[config.mk]
export PLATFORM = sky130hd
export DESIGN_NAME = zone_max_pool
export DESIGN_NICKNAME = d
export VERILOG_FILES = /design/src/rtl/zone_max_pool.sv
export SDC_FILE = /design/constraint.sdc
export NUM_CORES = 1
export LEC_CHECK = 0
export BUFFER_PORTS_ARGS = -buffer_cell sky130_fd_sc_hd__buf_2
export CORE_MARGIN = 3
export CORE_UTILIZATION = 25
export DETAILED_ROUTE_END_ITERATION = 8
export GPL_ROUTABILITY_DRIVEN = 0
export HOLD_SLACK_MARGIN = 0.08
export PLACE_DENSITY = 0.4
export SLEW_MARGIN = 20
export SYNTH_ARGS = -nofsm -noshare
export SYNTH_HDL_FRONTEND = slang
export SYNTH_SLANG_ARGS = --single-unit
[constraint.sdc]
create_clock -name i_pix_clk -period 4.95 [get_ports i_pix_clk]
set_input_delay 0.2475 -clock i_pix_clk [delete_from_list [all_inputs] [get_ports i_pix_clk]]
set_output_delay 0.2475 -clock i_pix_clk [all_outputs]
set_load 0.01 [all_outputs]
[src/rtl/zone_max_pool.sv]
// Streaming zone-maximum stage: folds each frame's gray stream into ZONES_X x ZONES_Y
// zone maxima and writes them band by band into the zone buffer write port.
module zone_max_pool #(
    parameter int H_ACT   = 1920,
    parameter int V_ACT   = 1080,
    parameter int ZONES_X = 24,
    parameter int ZONES_Y = 15,
    parameter int ZONE_W  = 80,
    parameter int ZONE_H  = 72
) (
    input  logic        i_pix_clk,
    input  logic        rst_n,
    input  logic        data_de,
    input  logic [7:0]  gray,
    input  logic [10:0] pix_x,
    input  logic [10:0] pix_y,
    output logic        buf_en,
    output logic [8:0]  cnt_buf,
    output logic [7:0]  max_gray,
    output logic        frame_done,
    output logic        overrun
);

    localparam int XCW = $clog2(ZONE_W);
    localparam int ZXW = $clog2(ZONES_X);
    localparam int YCW = $clog2(ZONE_H);
    localparam int ZYW = $clog2(ZONES_Y);

    typedef enum logic [1:0] {WAIT_SOF, ACCUM, FLUSH} state_t;

    state_t           stateQ, stateD;
    logic [XCW-1:0]   xCntQ, xCntD;
    logic [ZXW-1:0]   zxQ, zxD;
    logic [YCW-1:0]   yInQ, yInD;
    logic [ZYW-1:0]   zyQ, zyD;
    logic [ZXW-1:0]   idxQ, idxD;
    logic [7:0]       accQ [ZONES_X];
    logic [7:0]       accD [ZONES_X];

    logic             s1ValidQ, s1SofQ, s1LastColQ;
    logic [7:0]       s1GrayQ;
    logic [ZXW-1:0]   s1ZxQ;
    logic [YCW-1:0]   s1YinQ;

    logic             bufEnQ, bufEnD;
    logic [8:0]       cntBufQ, cntBufD;
    logic [7:0]       maxGrayQ, maxGrayD;
    logic             frameDoneQ, frameDoneD;
    logic             overrunQ, overrunD;

    logic             inRange, lineStart, bandEnd;

    assign inRange   = data_de && (pix_x < 11'(H_ACT)) && (pix_y < 11'(V_ACT));
    assign lineStart = (pix_x == 11'd0);
    assign bandEnd   = s1ValidQ && s1LastColQ && (s1YinQ == YCW'(ZONE_H - 1));

    // Zone column / row-in-band counters; their next values label the incoming sample.
    always_comb begin
        xCntD = xCntQ;
        zxD   = zxQ;
        yInD  = yInQ;
        if (inRange) begin
            if (lineStart) begin
                xCntD = '0;
                zxD   = '0;
                if (pix_y == 11'd0 || yInQ == YCW'(ZONE_H - 1)) begin
                    yInD = '0;
                end else begin
                    yInD = yInQ + YCW'(1);
                end
            end else if (xCntQ == XCW'(ZONE_W - 1)) begin
                xCntD = '0;
                zxD   = zxQ + ZXW'(1);
            end else begin
                xCntD = xCntQ + XCW'(1);
            end
        end
    end

    always_comb begin
        stateD     = stateQ;
        accD       = accQ;
        zyD        = zyQ;
        idxD       = idxQ;
        bufEnD     = 1'b0;
        cntBufD    = cntBufQ;
        maxGrayD   = maxGrayQ;
        frameDoneD = 1'b0;
        overrunD   = overrunQ;
        if (s1SofQ) begin
            for (int i = 0; i < ZONES_X; i++) begin
                accD[i] = '0;
            end
            accD[s1ZxQ] = s1GrayQ;
            zyD         = '0;
            idxD        = '0;
            overrunD    = 1'b0;
            stateD      = ACCUM;
        end else begin
            if (s1ValidQ && stateQ != WAIT_SOF && s1GrayQ > accQ[s1ZxQ]) begin
                accD[s1ZxQ] = s1GrayQ;
            end
            case (stateQ)
                WAIT_SOF: stateD = WAIT_SOF;
                ACCUM: begin
                    if (bandEnd) begin
                        stateD = FLUSH;
                        idxD   = '0;
                    end
                end
                FLUSH: begin
                    // A sample merged into an already emitted column survives into the next band.
                    if (s1ValidQ) begin
                        overrunD = 1'b1;
                    end
                    bufEnD      = 1'b1;
                    cntBufD     = 9'(int'(zyQ) * ZONES_X + int'(idxQ));
                    maxGrayD    = accQ[idxQ];
                    accD[idxQ]  = '0;
                    if (idxQ == ZXW'(ZONES_X - 1)) begin
                        idxD = '0;
                        if (zyQ == ZYW'(ZONES_Y - 1)) begin
                            frameDoneD = 1'b1;
                            zyD        = '0;
                            stateD     = WAIT_SOF;
                        end else begin
                            zyD    = zyQ + ZYW'(1);
                            stateD = ACCUM;
                        end
                    end else begin
                        idxD = idxQ + ZXW'(1);
                    end
                end
                default: stateD = WAIT_SOF;
            endcase
        end
    end

    always_ff @(posedge i_pix_clk or negedge rst_n) begin
        if (!rst_n) begin
            stateQ     <= WAIT_SOF;
            xCntQ      <= '0;
            zxQ        <= '0;
            yInQ       <= '0;
            zyQ        <= '0;
            idxQ       <= '0;
            for (int i = 0; i < ZONES_X; i++) begin
                accQ[i] <= '0;
            end
            s1ValidQ   <= 1'b0;
            s1SofQ     <= 1'b0;
            s1LastColQ <= 1'b0;
            s1GrayQ    <= '0;
            s1ZxQ      <= '0;
            s1YinQ     <= '0;
            bufEnQ     <= 1'b0;
            cntBufQ    <= '0;
            maxGrayQ   <= '0;
            frameDoneQ <= 1'b0;
            overrunQ   <= 1'b0;
        end else begin
            stateQ     <= stateD;
            xCntQ      <= xCntD;
            zxQ        <= zxD;
            yInQ       <= yInD;
            zyQ        <= zyD;
            idxQ       <= idxD;
            accQ       <= accD;
            s1ValidQ   <= inRange;
            s1SofQ     <= inRange && lineStart && (pix_y == 11'd0);
            s1LastColQ <= (pix_x == 11'(H_ACT - 1));
            s1GrayQ    <= gray;
            s1ZxQ      <= zxD;
            s1YinQ     <= yInD;
            bufEnQ     <= bufEnD;
            cntBufQ    <= cntBufD;
            maxGrayQ   <= maxGrayD;
            frameDoneQ <= frameDoneD;
            overrunQ   <= overrunD;
        end
    end

    assign buf_en     = bufEnQ;
    assign cnt_buf    = cntBufQ;
    assign max_gray   = maxGrayQ;
    assign frame_done = frameDoneQ;
    assign overrun    = overrunQ;

endmodule
======== Yosys cells after proc, flatten, opt, wreduce, memory -nomap -nowiden ========
Index checks and enable logic that the tools add are counted.
storage, ports and cells
  flip-flop bits (word level) ............. 253
  bits of input ports ..................... 33
  logic and storage cells ................. 136
operators by class
  add/subtract/negate cells ............... 6
  $mul .................................... 1
  order comparisons ....................... 7
  equality and inequality tests ........... 9
  muxes and demuxes ....................... 42
  bitwise operators ....................... 6
  reduce and logical (&&, ||, !) cells .... 26
operators with widths
  cell                    number
  $mux W192               4
  $and A192 B192 Y192     2
  $bwmux W192             1
  $not A192 Y192          1
  $bmux W8 S5             2
  $demux W8 S5            2
  $mux W8                 6
  $mux W5                 5
  $logic_not A11 Y1       2
  $lt A11 B11 Y1 const B  2
  $mux W7                 3
  $mux W4                 4
  $add A7 B1 Y7 const B   2
  $eq A7 B7 Y1 const B    2
  $reduce_and A2 Y1       7
  $ge A6 B6 Y1 const B    2
  $lt A6 B1 Y1 const B    2
  $not A5 Y6              2
  $eq A11 B11 Y1 const B  1
  $add A5 B1 Y5 const B   2
  $logic_and A1 B1 Y1     10
  $mux W1                 10
  $pmux W5 S2             1
  $reduce_bool A2 Y1      5
  14 further kinds        17

======== Depth between registers and ports, before layout ========
  depth after elaboration ................. 11
  gate-level depth with buffers ........... 18

======== Worst setup path before layout ========
Ideal clock, no wire load.
  path type ............................... reg-to-reg
  start ................................... reg s1ZxQ[0]
  end ..................................... reg accQ[25] (netlist name)
  library setup time ...................... 0.122 ns
  data arrival time ....................... 3.629 ns
  path slack .............................. 1.200 ns
  stages on the path, launching flop included .. 15
  path buffers ............................ 4
  cells stage by stage .................... dfrtp_1 -> clkbuf_1 -> clkbuf_1 -> mux4_2 -> a22oi_1 -> nand2_1 -> a21oi_1 -> ha_1 -> and3_1 -> a221o_1 -> a21o_2 -> buf_6 -> buf_6 -> a21o_1 -> a32o_1
RTL lines
  item                             RTL line  text
  from (decl)                      42        logic [ZXW-1:0] s1ZxQ;
  from (signal assigned)           173       s1ZxQ <= zxD;
  to (signal, indexed assignment)  148       accQ[i] <= '0;
  to (signal assigned)             168       accQ <= accD;
  to (decl)                        37        logic [7:0] accQ [ZONES_X];

==> impl_metrics.env <==
export IMPL_status="finished, final reports clean"
export IMPL_rows=87
export IMPL_synth_adder_area_share=0.0243
export IMPL_drc_errors=0
export IMPL_synth_simple_area_share=0.123
export IMPL_grt_usage=0.194
export IMPL_period_share=0.880
export IMPL_grt_max_degree=112
export IMPL_initial_core_util=0.255
export IMPL_netlist_top_cells_area="dfrtp_1 44%, mux4_2 14%, a32o_1 7.8%, a22o_1 3.0%, nand3_1 2.7%"
export IMPL_yosysWarnings=0
export IMPL_detail_route_antenna_nets=0
export IMPL_powerDensity_nw_per_um2=316
export IMPL_fill_cells=5791
export IMPL_drive_above_1_share=0.206
export IMPL_synth_top_family_by_area="compound AO/OA/AOI/OAI gates"
export IMPL_overflow=0
export IMPL_crit_family="compound AO/OA/AOI/OAI gates"
export IMPL_multi_input_area_sq_um=7670
export IMPL_nets=1372
export IMPL_die_x_um=247
export IMPL_cp_slowest_cell="dfrtp_4"
export IMPL_total_power_mw=5.36
export IMPL_routedWlPerCell_um=28.0
export IMPL_final_cells=2091
export IMPL_clockBufferDepth=3
export IMPL_fin_util=0.298
export IMPL_avgSynthCellArea_sq_um=11.4
export IMPL_finalWirelength_um=58600
export IMPL_cp_arrival_ns=4.80
export IMPL_endpoint_kind="register"
export IMPL_die_height_um=247
export IMPL_fmax_mhz=229
export IMPL_ys_types=68
export IMPL_antenna_found_initial=0
export IMPL_worst_path_buf_inv=2
export IMPL_portBuffers=52
export IMPL_period_needed_ns=4.36
export IMPL_root_buffer="clkbuf_16"
export IMPL_synth_cells=1271
export IMPL_relSlewSlack=0.256
export IMPL_clkLatencyLatePin_ns=0.56
export IMPL_synth_top_area_frac=0.436
export IMPL_dp_cells=2017
export IMPL_cpPeakStageDelay_ns=0.76
export IMPL_synthXorXnorAreaFrac=0.00663
export IMPL_setup_viol_count_final=0
export IMPL_grt_pass1_wl_um=87200
export IMPL_drv_cap=0
export IMPL_cp_cell_sequence="buf_12, mux4_2, a22oi_1, nand3_1, ha_1, and4_1, a31oi_1, a21o_2, buf_4, a31oi_2, a22o_1"
export IMPL_synthMuxAreaShare=0.151
export IMPL_synth_compound_area_share=0.222
export IMPL_diodes=0
export IMPL_die_area_sq_um=61100
export IMPL_worst_slew_pin_slew_ns=1.11
export IMPL_cts_clk_slew_worst_paths_ns=0.06
export IMPL_cts_tree="done"
export IMPL_stdcell_area_sq_um=17000
export IMPL_dp_hpwl_um=41100
export IMPL_critical_path_max_fanout=25
export IMPL_hold_viol_final=0
export IMPL_synthTopCellsByCount="253 x dfrtp_1, 114 x a32o_1, 97 x nand2_1"
export IMPL_yosysMostFrequentCell="dfrtp_1"
export IMPL_peakVddDrop_mv=0.229
export IMPL_setup_worst_path_class="register to register"
export IMPL_grt_pass1_vias=12200
export IMPL_synth_async_sr_flop_share=1.00
export IMPL_ys_flop_type="dfrtp_1"
export IMPL_synth_area_sq_um=14500
export IMPL_fin_skew_ns=0.0274
export IMPL_htree_levels=2
export IMPL_cts_setup_buffers=0
export IMPL_reg2reg_slack_ns=0.59
export IMPL_yosysTopAreaCell="dfrtp_1"
export IMPL_io_pins=53
export IMPL_p_leak_nw=7.01
export IMPL_ys_seq_elements=253
export IMPL_routed_via_density=5.79
export IMPL_cts_made_buffers=34
export IMPL_critPathLaunchType="register"
export IMPL_setup_tns_ns=0
export IMPL_ff_latch_area_sq_um=6340
export IMPL_clock_sinks=253
export IMPL_placed_area_sq_um=15700
export IMPL_synth_edf_count=0
export IMPL_rsz0062_at_grt="false"
export IMPL_ys_seq_area_frac=0.436
export IMPL_syn_num_nets=1331
export IMPL_hp_class="primary input to register"
export IMPL_required_ns=5.39
export IMPL_first_iter_violations=1094
export IMPL_area_growth_pct=16.8
export IMPL_maxSlewViolCount=0
export IMPL_dr_total_vias=12100
export IMPL_first_pass_iters=5
export IMPL_coreArea_sq_um=56900
[cells by family after synthesis]
logic type / after synthesis
AO/OA/AOI/OAI: 381
XOR/XNOR: 11
adder cells (fa/ha/maj): 27
buffers and inverters: 127
flip-flops: 253
multiplexers: 109
AND/OR/NAND/NOR: 363
[report_power, final]
group	total [mW]	switching (mW)	internal [mW]
sequential	2.18	0.0775	2.10
clock	2.54	1.02	1.52
combinational	0.642	0.426	0.217
total	5.36	1.52	3.83
[flip-flops by register name (all words and copies together) (netlist names), 2 cells and up]
signal / flops
s1GrayQ: 8
stateQ: 2
xCntQ: 7
s1YinQ: 7
accQ: 192
zyQ: 4
cnt_buf: 9
max_gray: 8
idxQ: 5
s1ZxQ: 5
[timing repair]
item                                   4_1_cts  5_1_grt
setup endpoints to repair                    0        0
gates resized for setup                      0        0
endpoints found under the hold margin      118        0
hold buffers                                15        0
[per-stage QoR]
step / hold slack, ns / setup WS [ns]
after floorplan: -0.0481 / 1.20
after global placement: 0.358 / 0.576
after detailed placement: 0.360 / 0.570
after CTS: 0.0930 / 0.552
after global routing: 0.143 / 0.336
final: 0.121 / 0.593
[worst paths after layout]
path | from | endpoint | depth (start not counted)
worst min register to register | cnt_buf[0] | cnt_buf[0] | 2
min in group asynchronous | rst_n | xCntQ[1] | 2
worst max-delay path | s1ZxQ[0] | accQ[52] | 11
worst max register to register | s1ZxQ[0] | accQ[52] | 11
max in group asynchronous | rst_n | max_gray[7] | 3
worst min-delay path | pix_y[2] | s1YinQ[2] | 5
[routing by layer]
metal	track usage	vias to the layer above	share of wire
li1	-	5188	-
met1	0.260	6417	0.43
met2	0.319	412	0.48
met3	0.0297	94	0.056
met4	0.0641	0	0.028
met5	0	-	0
[cell usage in the layout, fill, tap and decap left out, types with 34 or more instances in the layout]
cell type and count:
buf_4 48, mux4_2 88, clkbuf_16 34, nor2_1 62, nand3_1 79, o21ai_0 36, buf_2 51, a22o_1 49
a32o_1 114, nand2_1 97, dfrtp_1 248
[worst reg2reg max path: stages, from the launching register on]
cell and delay, ns:
dfrtp_4 0.76, buf_12 0.29, mux4_2 0.55, a22oi_1 0.27
nand3_1 0.19, ha_1 0.32, and4_1 0.23, a31oi_1 0.35
a21o_2 0.48, buf_4 0.24, a31oi_2 0.23, a22o_1 0.35
[final cells by class]
class / instances / share of cell area
timing repair buffer: 118 / 0.0495
sequential: 253 / 0.373
clock inverter: 15 / 0.0108
tap: 756 / 0.0557
inverter: 14 / 0.00309
multi-input combinational: 891 / 0.452
clock buffer: 44 / 0.0558
Note: power is estimated with default switching activity, not from simulation.
